==> config.mk <==
export PLATFORM = sky130hd
export DESIGN_NAME = oh_cdc_hs_ctrl
export DESIGN_NICKNAME = d
export VERILOG_FILES = /design/src/rtl/oh_cdc_pkg.sv /design/src/rtl/oh_dsync.sv /design/src/rtl/oh_cdc_hs_ctrl.sv
export SDC_FILE = /design/constraint.sdc
export NUM_CORES = 1
export LEC_CHECK = 0
export ABC_AREA = 0
export CORE_UTILIZATION = 36
export DETAILED_ROUTE_END_ITERATION = 7
export PLACE_DENSITY = 0.86
export REMOVE_ABC_BUFFERS = 1
export SLEW_MARGIN = 20
export SYNTH_ARGS = -nofsm -noshare
export SYNTH_HDL_FRONTEND = slang
export SYNTH_HIERARCHICAL = 1
export SYNTH_SLANG_ARGS = --single-unit
==> constraint.sdc <==
create_clock -name clk -period 1.2 [get_ports clk]
set_clock_uncertainty 0.05 [all_clocks]
set_input_delay 0.12 -clock clk [delete_from_list [all_inputs] [get_ports clk]]
set_output_delay 0.12 -clock clk [all_outputs]
set_load 0.01 [all_outputs]
==> src/rtl/oh_cdc_pkg.sv <==
// Shared definitions for the CDC handshake controller and its synchronizer.
package oh_cdc_pkg;

    // Handshake controller states.
    typedef enum logic [1:0] {
        IDLE = 2'b00,
        REQ  = 2'b01,
        REL  = 2'b10
    } hs_state_t;

    // A TMAX of this value turns the timeout detector off.
    localparam int unsigned TMAX_DISABLED = 0;

endpackage

==> src/rtl/oh_dsync.sv <==
// Multi-stage level synchronizer with synchronous active-low reset.
// PS flops in series. A non-zero DELAY adds one more flop on the output.
module oh_dsync #(
    parameter int unsigned PS    = 2,
    parameter int unsigned DELAY = 0
) (
    input  logic clk,
    input  logic nreset,
    input  logic din,
    output logic dout
);

    logic [PS-1:0] r_pipe;

    // Shift the asynchronous input through the synchronizer chain.
    always_ff @(posedge clk) begin
        if (!nreset) begin
            r_pipe <= '0;
        end else begin
            r_pipe <= {r_pipe[PS-2:0], din};
        end
    end

    generate
        if (DELAY != 0) begin : g_delay
            logic r_dly;

            // Optional extra retiming stage after the synchronizer.
            always_ff @(posedge clk) begin
                if (!nreset) begin
                    r_dly <= 1'b0;
                end else begin
                    r_dly <= r_pipe[PS-1];
                end
            end

            assign dout = r_dly;
        end else begin : g_nodelay
            assign dout = r_pipe[PS-1];
        end
    endgenerate

endmodule

==> src/rtl/oh_cdc_hs_ctrl.sv <==
// Source-side 4-phase req/ack controller. It captures a producer word,
// holds it on data_out and handshakes it into another clock domain.
// There is also an optional sticky timeout on a stalled handshake.
module oh_cdc_hs_ctrl
    import oh_cdc_pkg::*;
#(
    parameter int unsigned DW   = 32,
    parameter int unsigned PS   = 2,
    parameter int unsigned TW   = 16,
    parameter int unsigned TMAX = 0
) (
    input  logic          clk,
    input  logic          nreset,
    input  logic          valid_in,
    input  logic [DW-1:0] data_in,
    output logic          ready_out,
    output logic          req_out,
    output logic [DW-1:0] data_out,
    input  logic          ack_in,
    output logic          done,
    output logic          busy,
    output logic          timeout,
    input  logic          clr_err
);

    localparam logic [TW-1:0] TMAX_C = TW'(TMAX);

    hs_state_t     r_state;
    hs_state_t     w_state_nxt;
    logic          w_ack_s;
    logic          w_accept;
    logic          w_state_chg;
    logic          w_tmo_evt;
    logic          r_req;
    logic          r_done;
    logic          r_timeout;
    logic [DW-1:0] r_data;
    logic [TW-1:0] r_cnt;
    logic [TW-1:0] w_cnt_nxt;

    oh_dsync #(
        .PS    (PS),
        .DELAY (0)
    ) u_ack_sync (
        .clk    (clk),
        .nreset (nreset),
        .din    (ack_in),
        .dout   (w_ack_s)
    );

    // A stale synchronized ack blocks acceptance until it clears.
    assign w_accept    = (r_state == IDLE) && valid_in && !w_ack_s;
    assign w_state_chg = (w_state_nxt != r_state);

    // State register, plus req/done registered from the next-state decode.
    always_ff @(posedge clk) begin
        if (!nreset) begin
            r_state <= IDLE;
            r_req   <= 1'b0;
            r_done  <= 1'b0;
        end else begin
            r_state <= w_state_nxt;
            r_req   <= (w_state_nxt == REQ);
            r_done  <= (r_state == REL) && (w_state_nxt == IDLE);
        end
    end

    // Next-state logic for the REQ -> REL -> IDLE handshake sequence.
    always_comb begin
        w_state_nxt = r_state;
        case (r_state)
            IDLE: if (w_accept) w_state_nxt = REQ;
            REQ:  if (w_ack_s)  w_state_nxt = REL;
            REL:  if (!w_ack_s) w_state_nxt = IDLE;
            default:            w_state_nxt = IDLE;
        endcase
    end

    // Output decode.
    always_comb begin
        ready_out = (r_state == IDLE) && !w_ack_s;
        busy      = (r_state != IDLE);
        req_out   = r_req;
        done      = r_done;
        data_out  = r_data;
        timeout   = r_timeout;
    end

    // Capture the producer word on acceptance. It is frozen otherwise.
    always_ff @(posedge clk) begin
        if (!nreset) begin
            r_data <= '0;
        end else if (w_accept) begin
            r_data <= data_in;
        end
    end

    // Wait counter: cleared on each state change. Counts and saturates while busy.
    always_comb begin
        w_cnt_nxt = r_cnt;
        if (w_state_chg) begin
            w_cnt_nxt = '0;
        end else if ((r_state != IDLE) && (r_cnt != '1)) begin
            w_cnt_nxt = r_cnt + 1'b1;
        end
    end

    // Timeout event is the single cycle in which the counter arrives at TMAX.
    assign w_tmo_evt = (TMAX != TMAX_DISABLED) && (w_cnt_nxt == TMAX_C) && (r_cnt != TMAX_C);

    // Register the wait counter.
    always_ff @(posedge clk) begin
        if (!nreset) begin
            r_cnt <= '0;
        end else begin
            r_cnt <= w_cnt_nxt;
        end
    end

    // Sticky timeout flag. A new event takes priority over clr_err.
    always_ff @(posedge clk) begin
        if (!nreset) begin
            r_timeout <= 1'b0;
        end else if (w_tmo_evt) begin
            r_timeout <= 1'b1;
        end else if (clr_err) begin
            r_timeout <= 1'b0;
        end
    end

endmodule
==> metrics <==
Inst Count DP=about 270; Critical Path Fanout Max=8; die area=approximately 4400 um^2; Synth area leaders=dfxtp_1 51%, mux2i_1 21%, nand2_1 16%, buf_6 2.3%, nor4b_4 1.6%; Max rail drop VDD=0.661 mV; CP peak stage delay=between 0.3 and 0.4 ns; Final Hold Viols=0; Final Instance Count excl. Fillers=approximately 280; crit-path most repeated cell=buf_6; TritonCTS clock tree=yes; post-synthesis sequential area ratio=around 51%; Design Area, Final=between 2000 and 2500 um^2; layout cells sized above 1=between 10% and 20%; PortBufs=around 70; final core utilization=approximately three fifths; Max Freq=729 MHz; Final Wtd Congestion=0.693; initial antenna violation count=0; # setup viols final=34; worst path cell trace=buf_6 -> nor4b_4 -> buf_6 -> clkbuf_16 -> mux2i_2; yosys warns=6; Core Rows=23; Pwr Total=roughly 2.7 mW; first-pass GRT wire length=roughly 5.1 mm; Core ar.=between 4000 and 5000 um^2; Final period util=114%; violated checks=negative setup slack; internal power=between 2 and 2.5 mW; drt wl/cell=about 12 um; Synth Instances=158; CTS Sinks=38; startpoint types=register; Vias=approximately 1,300; worst path required time=~1.4 ns; Area growth syn-to-layout=58.3%; H-tree levels=2; Max Cap Violations=0; Via density=between 4 and 5; Reg clk slew, reported paths=~0.060 ns; IO Pins=74; clock buffer count from CTS=5; final hold slack=0.192 ns; Die Y=~66 um; RSZ-0062 raised after global routing=yes; Clk Latency, worst-skew pair=roughly 0.27 ns; post-place setup slack=-0.321 ns; # diodes=0; critical setup path kind=reg -> reg; FF+latch count, synth=38; Hold WC Path Type=in -> reg; min cycle time layout=between 1 and 1.5 ns; power density of the placed cells=around 1100 nW/um^2; Die Wd=~66 um; number of global-route vias before repair=between 1,000 and 1,500; synthesized area=1500 um^2; Initial Utilization=between 30% and 40%; Arr. time, crit path=1.52 ns; share of power burned in registers=51.1%; FILL cells=376; DRT Wirelength=3.36 mm; largest area contributor in the netlist=dfxtp_1; Yosys top cell area share=50.9%; setup_tns=-4.60 ns; Cell variety after synth=16; post-route setup slack=-0.173 ns; Mean Syn Cell Area=approximately 9.5 um^2; gr usage total=15.6%; Post-DP Area=between 2000 and 2500 um^2; switching power=between 0.6 and 0.7 mW; Max Slew Vio Count=0; antenna-violating nets left=0; HPWL after DPL=2.21 mm; status=complete, but fails checks; clock tree buffer depth=2; initial DRC count=49; grt total ovfl=0; Leakage=approximately 1.1 nW; Crit-path slowest cell=dfxtp_2; largest net degree at the start of global routing=38; Clk network pwr share=between 20% and 30%; drt drc=0; Net Sw Frac=between 20% and 30%; root buffer cell=clkbuf_8; Gate power share=around a fifth; first drt pass iteration count=3; Net count, final=270; CP endpoint kind=register
layout make-up:
type,count,area [um^2],area share (%)
multi-input combinational,108,668,28.2
tap,50,62.6,2.64
timing repair buffer,80,797,33.7
sequential,38,763,32.2
clock buffer,7,76.3,3.22
power groups by stage:
stage / Clock [mW] / Combinational (mW) / Sequential (mW)
2_1_floorplan: 0 / 0.169 / 1.45
3_3_place_gp: 0 / 0.549 / 1.41
3_5_place_dp: 0 / 0.560 / 1.41
4_1_cts: 0.811 / 0.506 / 1.38
5_1_grt: 0.876 / 0.591 / 1.39
6_report: 0.786 / 0.541 / 1.38
routing by layer:
metal	part of all wire, %	up-vias	GRT usage, %
met5	0	-	0
met4	2.4	0	9.04
met3	7.2	9	5.00
met2	47	48	26.9
met1	44	580	16.5
li1	-	653	-
flip-flops by register name, indices dropped and copies added, names as in the netlist:
name / flops
data_out: 32
r_state: 2
u_ack_sync/r_pipe: 2
done: 1
req_out: 1
path summary, 6_finish.rpt:
| kind | slack (ns) | endpoint | depth (start not counted) | start |
|---|---|---|---|---|
| min reg2reg | 0.39 | u_ack_sync/r_pipe[1] | 1 | u_ack_sync/r_pipe[0] |
| min | 0.19 | done | 2 | nreset |
| max reg2reg | -0.17 | data_out[1] | 5 | r_state[1] |
| max | -0.17 | data_out[1] | 5 | r_state[1] |
cells in the mapped netlist (all sizes together):
master  number
and2         2
and3         1
and4bb       1
buf          6
clkbuf       6
conb         1
dfxtp       38
mux2i       32
nand2       64
nor2         2
nor4b        3
or2          1
xor2         1
layout by cell type, fill, tap and decap left out, types with 3 or more instances in the layout:
| cell | instances |
|---|---|
| buf_6 | 5 |
| clkbuf_8 | 5 |
| clkdlybuf4s50_1 | 34 |
| buf_12 | 3 |
| dlygate4sd2_1 | 34 |
| nand2_1 | 64 |
| mux2i_1 | 30 |
| dfxtp_1 | 36 |
what timing repair did:
action | in CTS | in global routing
hold endpoints to repair | 0 | 0
cloned | 0 | 2
hold buffers | 0 | 0
gates resized for setup | 45 | 8
endpoints found under the setup margin | 68 | 34
setup buffers | 0 | 2
pin swaps | 0 | 1
cell families (layout without fill, tap and decap cells):
kind of cell	count (synthesis)	count (layout)	synth area share, %
simple gates	74	74	21.9
flops	38	38	50.9
mux	32	32	21.4
buf+inv	12	87	4.94
other cells	1	1	0.251
xor+xnor	1	1	0.586
critical path: cells and delay by family, from the launching register on:
family | cells | cell delay (ns)
buffers and inverters | 3 | 0.45
flip-flops | 1 | 0.33
multiplexers | 1 | 0.21
AND/OR/NAND/NOR | 1 | 0.25
(Power assumes the default switching activity.)
